<file path="config.mk">
export PLATFORM = sky130hd
export DESIGN_NAME = pwm_out_gen_flat
export DESIGN_NICKNAME = d
export VERILOG_FILES = /design/src/rtl/pwm_out_gen_if.sv /design/src/rtl/pwm_out_gen.sv /design/src/flat_wrapper.sv
export SDC_FILE = /design/constraint.sdc
export NUM_CORES = 1
export LEC_CHECK = 0
export CORE_MARGIN = 2
export CORE_UTILIZATION = 49
export CTS_CLUSTER_SIZE = 16
export DETAILED_ROUTE_END_ITERATION = 7
export GPL_ROUTABILITY_DRIVEN = 0
export GPL_TIMING_DRIVEN = 1
export MAX_ROUTING_LAYER = met4
export PLACE_DENSITY = 0.77
export SLEW_MARGIN = 25
export SYNTH_ARGS = -nofsm -noshare
export SYNTH_HDL_FRONTEND = slang
export SYNTH_SLANG_ARGS = --single-unit
</file>
<file path="constraint.sdc">
create_clock -name xclk -period 3.48 [get_ports xclk]
set_clock_uncertainty 0.05 [all_clocks]
set_input_delay 0.696 -clock xclk [delete_from_list [all_inputs] [get_ports xclk]]
set_output_delay 0.696 -clock xclk [all_outputs]
set_load 0.005 [all_outputs]
</file>
<file path="src/rtl/pwm_out_gen_if.sv">
// Control/status bundle for pwm_out_gen: load/enable requests in, PWM waveform and active settings out.
interface pwm_out_gen_if #(
  parameter int unsigned CNT_W = 32
);
  logic             pwm_enable;
  logic             pwm_load;
  logic [CNT_W-1:0] pwm_period_in;
  logic [CNT_W-1:0] pwm_ontime_in;
  logic             pwm_pwm_out;
  logic [CNT_W-1:0] pwm_period_active;
  logic [CNT_W-1:0] pwm_ontime_active;
  logic             pwm_cycle_start;
  logic             pwm_busy;

  modport master (
    output pwm_enable, pwm_load, pwm_period_in, pwm_ontime_in,
    input  pwm_pwm_out, pwm_period_active, pwm_ontime_active, pwm_cycle_start, pwm_busy
  );

  modport slave (
    input  pwm_enable, pwm_load, pwm_period_in, pwm_ontime_in,
    output pwm_pwm_out, pwm_period_active, pwm_ontime_active, pwm_cycle_start, pwm_busy
  );
endinterface

</file>
<file path="src/rtl/pwm_out_gen.sv">
// PWM generator with shadowed period/on-time settings that take effect only on period boundaries.
// Every output is a flop whose value is computed for the slot the counter is entering.
module pwm_out_gen #(
  parameter int unsigned CNT_W      = 32,
  parameter int unsigned MIN_PERIOD = 2
) (
  input logic         xclk,
  input logic         reset,
  pwm_out_gen_if.slave bus
);

  localparam logic [CNT_W-1:0] MIN_P = CNT_W'(MIN_PERIOD);
  localparam logic [CNT_W-1:0] ONE   = CNT_W'(1);

  typedef enum logic {IDLE, RUN} state_t;

  state_t           state;
  logic [CNT_W-1:0] cnt;
  logic [CNT_W-1:0] shadow_period;
  logic [CNT_W-1:0] shadow_ontime;
  logic [CNT_W-1:0] period_act;
  logic [CNT_W-1:0] ontime_act;
  logic             pending;
  logic             pwm_out;
  logic             cycle_start;
  logic             busy;

  logic             boundary;
  logic [CNT_W-1:0] cnt_inc;
  logic [CNT_W-1:0] next_period;
  logic [CNT_W-1:0] next_ontime;

  // RUN only holds periods >= MIN_PERIOD, so period_act-1 and cnt+1 never wrap there.
  assign boundary    = (cnt == (period_act - ONE));
  assign cnt_inc     = cnt + ONE;
  assign next_period = pending ? shadow_period : period_act;
  assign next_ontime = pending ? shadow_ontime : ontime_act;

  always_ff @(posedge xclk) begin
    if (reset) begin
      state         <= IDLE;
      cnt           <= '0;
      shadow_period <= '0;
      shadow_ontime <= '0;
      period_act    <= '0;
      ontime_act    <= '0;
      pending       <= 1'b0;
      pwm_out       <= 1'b0;
      cycle_start   <= 1'b0;
      busy          <= 1'b0;
    end else begin
      if (bus.pwm_load) begin
        shadow_period <= bus.pwm_period_in;
        shadow_ontime <= bus.pwm_ontime_in;
        pending       <= 1'b1;
      end

      case (state)
        IDLE: begin
          cnt         <= '0;
          pwm_out     <= 1'b0;
          cycle_start <= 1'b0;
          busy        <= 1'b0;
          // A pending transfer takes this cycle; the start decision then sees the new values.
          if (pending) begin
            period_act <= shadow_period;
            ontime_act <= shadow_ontime;
            if (!bus.pwm_load) pending <= 1'b0;
          end else if (bus.pwm_enable && (period_act >= MIN_P)) begin
            state       <= RUN;
            pwm_out     <= (ontime_act != '0);
            cycle_start <= 1'b1;
            busy        <= 1'b1;
          end
        end

        RUN: begin
          if (boundary) begin
            // Transfer uses the pre-load shadow; a coincident load stays pending.
            if (pending) begin
              period_act <= shadow_period;
              ontime_act <= shadow_ontime;
              if (!bus.pwm_load) pending <= 1'b0;
            end
            cnt <= '0;
            if (!bus.pwm_enable || (next_period < MIN_P)) begin
              state       <= IDLE;
              pwm_out     <= 1'b0;
              cycle_start <= 1'b0;
              busy        <= 1'b0;
            end else begin
              pwm_out     <= (next_ontime != '0);
              cycle_start <= 1'b1;
            end
          end else begin
            cnt         <= cnt_inc;
            pwm_out     <= (cnt_inc < ontime_act);
            cycle_start <= 1'b0;
          end
        end
      endcase
    end
  end

  assign bus.pwm_pwm_out       = pwm_out;
  assign bus.pwm_period_active = period_act;
  assign bus.pwm_ontime_active = ontime_act;
  assign bus.pwm_cycle_start   = cycle_start;
  assign bus.pwm_busy          = busy;

endmodule

</file>
<file path="src/flat_wrapper.sv">
// flat-port wrapper written by rule: the top's interface ports become plain ports
module pwm_out_gen_flat 
#(
  parameter int unsigned CNT_W      = 32,
  parameter int unsigned MIN_PERIOD = 2
)
  (xclk, reset, bus_pwm_enable, bus_pwm_load, bus_pwm_period_in, bus_pwm_ontime_in, bus_pwm_pwm_out, bus_pwm_period_active, bus_pwm_ontime_active, bus_pwm_cycle_start, bus_pwm_busy);
  pwm_out_gen_if #(.CNT_W(CNT_W)) bus_i ();
  input logic xclk;
  input logic reset;
  input wire logic [$bits(bus_i.pwm_enable)-1:0] bus_pwm_enable;
  input wire logic [$bits(bus_i.pwm_load)-1:0] bus_pwm_load;
  input wire logic [$bits(bus_i.pwm_period_in)-1:0] bus_pwm_period_in;
  input wire logic [$bits(bus_i.pwm_ontime_in)-1:0] bus_pwm_ontime_in;
  output wire logic [$bits(bus_i.pwm_pwm_out)-1:0] bus_pwm_pwm_out;
  output wire logic [$bits(bus_i.pwm_period_active)-1:0] bus_pwm_period_active;
  output wire logic [$bits(bus_i.pwm_ontime_active)-1:0] bus_pwm_ontime_active;
  output wire logic [$bits(bus_i.pwm_cycle_start)-1:0] bus_pwm_cycle_start;
  output wire logic [$bits(bus_i.pwm_busy)-1:0] bus_pwm_busy;
  assign bus_i.pwm_enable = bus_pwm_enable;
  assign bus_i.pwm_load = bus_pwm_load;
  assign bus_i.pwm_period_in = bus_pwm_period_in;
  assign bus_i.pwm_ontime_in = bus_pwm_ontime_in;
  assign bus_pwm_pwm_out = bus_i.pwm_pwm_out;
  assign bus_pwm_period_active = bus_i.pwm_period_active;
  assign bus_pwm_ontime_active = bus_i.pwm_ontime_active;
  assign bus_pwm_cycle_start = bus_i.pwm_cycle_start;
  assign bus_pwm_busy = bus_i.pwm_busy;
  pwm_out_gen #(.CNT_W(CNT_W), .MIN_PERIOD(MIN_PERIOD)) u_core (.xclk(xclk), .reset(reset), .bus(bus_i));
endmodule
</file>
Yosys cells after proc, flatten, opt, wreduce, memory -nomap -nowiden
Index checks and enable logic that the tools add are counted.
{"block": "word_totals", "regBits": 165, "word_cells": 53, "out_inout_bits": 67}
{"block": "classes", "n_eq_ne": 3, "n_mux": 28, "addsub": 2, "bitwise": 1, "n_reduce_logical": 6, "n_lt_le_gt_ge": 3}
{"cell": "case mux 32 bit (2 select lines)", "n": 3}
{"cell": "2-to-1 mux 32 bit", "n": 5}
{"cell": "nonzero test 32 bit", "n": 2}
{"cell": "adder 32 x 1 -> 32 bit, second input constant", "n": 1}
{"cell": "== test 32 bit", "n": 1}
{"cell": "greater-or-equal comparator 32 x 2 -> 1 bit, second input constant", "n": 1}
{"cell": "less-than comparator 32 x 2 -> 1 bit, second input constant", "n": 1}
{"cell": "less-than comparator 32 bit", "n": 1}
{"cell": "subtractor 32 x 1 -> 32 bit, second input constant", "n": 1}
{"cell": "2-to-1 mux 1 bit", "n": 15}
{"cell": "case mux 1 bit (2 select lines)", "n": 5}
{"cell": "inequality test 2 bit, second input constant", "n": 2}
{"cell": "AND reduction 2 bit", "n": 1}
{"cell": "logical AND 1 bit", "n": 1}
{"cell": "logical NOT 1 bit", "n": 1}
{"cell": "logical OR 1 bit", "n": 1}
{"cell": "NOT 1 bit", "n": 1}

Logic depth before layout (Yosys ltp)
{"block": "logic_depth", "word_depth": 6, "ltp_mapped": 16, "depth_no_buf": 15}

Worst setup path after synthesis
OpenSTA, ideal clock, no wires.
{"block": "synth_timing", "kind": "flip-flop to flip-flop", "startpoint": "reg u_core.period_act[4], in the netlist u_core.bus.pwm_period_active[4]", "endpoint": "reg u_core.ontime_act[0], in the netlist u_core.bus.pwm_ontime_active[0]", "t_required_ns": 3.358, "arrival_time_ns": 3.268, "n_path_buf": 4, "setup_slack_ns": 0.091, "setup_time_ns": 0.072, "stages_incl_launch_ff": 13, "cell_sequence": "dfxtp_1 > buf_2 > or4_4 > or4_4 > buf_2 > o31a_1 > o31ai_1 > a21o_1 > o21ai_0 > o32ai_2 > buf_6 > buf_8 > mux2i_1"}
{"block": "synth_between", "elab_chain_cells": 3}
{"item": "from (decl)", "line_no": "pwm_out_gen.sv:21", "text": "logic [CNT_W-1:0] period_act;"}
{"item": "from (signal assigned)", "line_no": "pwm_out_gen.sv:66", "text": "period_act <= shadow_period;"}
{"item": "from (signal assigned)", "line_no": "pwm_out_gen.sv:81", "text": "period_act <= shadow_period;"}
{"item": "subtractor 32 x 1 -> 32 bit", "line_no": "pwm_out_gen.sv:34", "text": "assign boundary = (cnt == (period_act - ONE));"}
{"item": "== test 32 bit", "line_no": "pwm_out_gen.sv:34"}
{"item": "inequality test 2 bit (no source line)"}
{"item": "to (signal assigned)", "line_no": "pwm_out_gen.sv:67", "text": "ontime_act <= shadow_ontime;"}
{"item": "to (signal assigned)", "line_no": "pwm_out_gen.sv:82", "text": "ontime_act <= shadow_ontime;"}
{"item": "to (decl)", "line_no": "pwm_out_gen.sv:22", "text": "logic [CNT_W-1:0] ontime_act;"}
No other way between the ends.
A chain may end at the register's enable or synchronous reset.

Worst setup path after layout
{"block": "layout_timing", "startpoint": "reg u_core.period_act[8], in the netlist u_core.bus.pwm_period_active[8]", "endpoint": "reg u_core.period_act[2], in the netlist u_core.bus.pwm_period_active[2]"}
{"block": "layout_between", "elab_chain_cells": 3}
{"item": "subtractor 32 x 1 -> 32 bit", "line_no": "pwm_out_gen.sv:34"}
{"item": "== test 32 bit", "line_no": "pwm_out_gen.sv:34"}
{"item": "inequality test 2 bit (no source line)"}
No other way between the ends.

==> results.sh <==
export IMPL_status="finished, final reports clean"
export IMPL_antenna_cells=0
export IMPL_synth_largest_area_cell="dfxtp_1"
export IMPL_die_y_um=137
export IMPL_vdd_drop_max_v=0.000392
export IMPL_cp_arrival_ps=3720
export IMPL_final_period_utilization_pct=98.1
export IMPL_routed_wl_um=23600
export IMPL_routedWlPerCell_um=17.1
export IMPL_hold_violations=0
export IMPL_n_fill_cell=1398
export IMPL_clk_path_buf_depth=2
export IMPL_crit_slowest_cell="or4_4"
export IMPL_ys_seq_area_share_pct=37.9
export IMPL_drt_vias_per_instance=5.59
export IMPL_dp_hpwl_um=17200
export IMPL_synth_commonest_cells="165 x dfxtp_1, 147 x nand2_1, 128 x mux2i_1"
export IMPL_die_x_um=137
export IMPL_reg2regPathDepth=9
export IMPL_h_tree_depth=4
export IMPL_first_global_vias=7512
export IMPL_slew_viol_final=0
export IMPL_syn_inst=994
export IMPL_cap_violations=0
export IMPL_clock_latency_ps=440
export IMPL_crit_path_max_incr_delay_ps=630
export IMPL_syn_nets=1096
export IMPL_rows=48
export IMPL_async_flop_share_pct=0
export IMPL_synth_cell_area_sq_um=8720
export IMPL_ys_seq_elements=165
export IMPL_antenna_found_initial=0
export IMPL_globalRouteOverflowTotal=0
export IMPL_whs_path_depth=2
export IMPL_synth_warnings=0
export IMPL_ctsHoldBuffers=0
export IMPL_cp_start_kind="flop"
export IMPL_worst_slew_pin_transition_ps=786
export IMPL_hp_class="flop to flop"
export IMPL_synthTopCellsByArea="dfxtp_1 38%, mux2i_1 15%, nand2_1 6.3%"
export IMPL_dr_total_vias=7730
export IMPL_cts_made_buffers=17
export IMPL_area_growth_pct=28.5
export IMPL_critPathMaxFanout=30
export IMPL_dr_pass1_iters=5
export IMPL_drt_iter0_drc=587
export IMPL_crit_cells=9
export IMPL_initial_core_util_pct=50.3
export IMPL_hold_slack_ps=422
export IMPL_synth_edf_count=0
export IMPL_crit_path_end_kind="flop"
export IMPL_setup_violations=0
export IMPL_cts_tree="done"
export IMPL_dieArea_sq_um=18900
export IMPL_synth_most_common_cell="dfxtp_1"
export IMPL_avgSynthCellArea_sq_um=8.78
export IMPL_yosysTopAreaCellShare_pct=37.9
export IMPL_postRouteAntennaNets=0
export IMPL_dp_cells=1345
export IMPL_ys_flop_type="dfxtp_1"
export IMPL_drive_above_1_share_pct=9.59
export IMPL_max_freq_mhz=293
export IMPL_crit_chain="or4_1 > or4_4 > buf_4 > o311ai_1 > o31a_1 > nand2_1 > o32ai_4 > buf_12 > mux2i_1"
export IMPL_cts_num_sinks=165
export IMPL_io_pins=135
export IMPL_critical_path_buf_inv_count=2
export IMPL_clkTransAtPathRegs_ps=60
export IMPL_drcViolationCount=0
export IMPL_portBuffers=134
export IMPL_grt_max_degree=77
export IMPL_relSlewSlack_pct=47.1
export IMPL_ctsRootBufferMaster="clkbuf_16"
export IMPL_path_delay_family="simple AND/OR/NAND/NOR gates"
export IMPL_synth_cell_types=61
export IMPL_required_ps=3780
export IMPL_core_sq_um=17400
export IMPL_powerDensity_nw_per_um2=438
export IMPL_final_cells=1382
export IMPL_min_period_ps=3410
export IMPL_power_static_leakage_nw=4.44
export IMPL_grt_pass1_wl_um=37100
export IMPL_ff2ff_setup_slack_ps=70
export IMPL_nets=1246
export IMPL_crit_type="flop to flop"
export IMPL_grt_usage_pct=26.0
==> sequential cells by signal, indices dropped and copies added, names as in the netlist <==
name and flops:
u_core.bus.pwm_busy 1, u_core.cnt 32, u_core.shadow_ontime 32, u_core.shadow_period 32, u_core.state 1, u_core.bus.pwm_cycle_start 1, u_core.bus.pwm_ontime_active 32, u_core.bus.pwm_period_active 32
u_core.pending 1, u_core.bus.pwm_pwm_out 1
==> cell type report <==
class,count,area (sq um),share of cell area [%]
Multi-Input combinational cell,733,5070,45.2
Sequential cell,165,3310,29.5
Timing Repair Buffer,183,1810,16.1
Clock buffer,20,457,4.07
Tap cell,225,282,2.51
Inverter,44,166,1.48
Clock inverter,12,121,1.08
==> metal layers <==
metal	vias up	global-route usage (%)	share of wire (%)
li1	3770	-	-
met1	3707	31.6	44
met2	211	42.6	49
met3	42	5.04	5.0
met4	0	10.0	2.3
met5	-	-	0
==> worst reg2reg max path, stage by stage, from the launching register on <==
cell	delay, ps
dfxtp_1	310
or4_1	560
or4_4	630
buf_4	200
o311ai_1	270
o31a_1	250
nand2_1	110
o32ai_4	410
buf_12	280
mux2i_1	260
==> through the flow <==
stage	utilization (%)	power, mW	setup WS (ps)	TNS [ps]	cell area [sq um]
6_report	64.6	4.91	65.6	0	11200
5_1_grt	64.6	5.09	-33.9	-370	11200
3_5_place_dp	60.3	3.02	-27.5	-89.1	10500
2_1_floorplan	-	2.69	90.8	0	8720
4_1_cts	63.9	4.87	33.0	0	11100
3_3_place_gp	60.3	3.00	87.0	0	10500
==> cell families (layout without fill, tap and decap cells) <==
kind of cell               after synthesis  after routing  share of synthesized area [%]
and+or+nand+nor                        411            411                           23.0
muxes                                  128            128                           14.7
buffers and inverters                   96            259                           5.06
adders and majority gates               34             34                           4.88
DFF                                    165            165                           37.9
AOI/OAI and AO/OA                       91             91                           7.59
xor gates and xnor gates                69             69                           6.93
==> what timing repair did <==
action                                  CTS  global route
endpoints found under the setup margin   49            78
gates cloned                              1             1
setup buffers                             2             1
pin swaps                                 3             5
resized for setup                         1            22
==> where the power goes <==
group	internal, mW	switching, mW	leakage (nW)	total (mW)
combinational	0.493	0.513	2.82	1.01
clock	1.03	0.815	0.269	1.85
sequential	1.97	0.0883	1.35	2.06
==> layout by cell type, fill, tap and decap left out, types with 5 or more instances in the layout <==
cell / n
a211oi_1: 5
a211oi_2: 5
a21o_1: 9
a21oi_1: 10
a31oi_1: 6
and3_1: 9
buf_12: 5
buf_4: 41
clkbuf_16: 18
clkdlybuf4s50_1: 132
clkinvlp_4: 5
dfxtp_1: 163
ha_1: 34
inv_1: 43
mux2i_1: 128
nand2_1: 147
nand2b_1: 5
nand3_1: 19
nand4_1: 20
nand4b_1: 5
nor2_1: 93
nor2b_1: 32
nor3_1: 11
nor4_1: 35
o211ai_1: 6
o21ai_0: 16
o31ai_1: 5
xnor2_1: 51
xor2_1: 18
==> path summary, 6_finish.rpt <==
| kind | from | end |
|---|---|---|
| worst max-delay path | u_core.bus.pwm_period_active[8]$_SDFFE_PP0P_ | u_core.bus.pwm_period_active[2]$_SDFFE_PP0P_ |
| worst min-delay path | u_core.shadow_period[0]$_SDFFE_PP0P_ | u_core.bus.pwm_period_active[0]$_SDFFE_PP0P_ |
| worst max register to register | u_core.bus.pwm_period_active[8]$_SDFFE_PP0P_ | u_core.bus.pwm_period_active[2]$_SDFFE_PP0P_ |
| worst min register to register | u_core.shadow_period[0]$_SDFFE_PP0P_ | u_core.bus.pwm_period_active[0]$_SDFFE_PP0P_ |
Power figures use the tool's default switching activity.
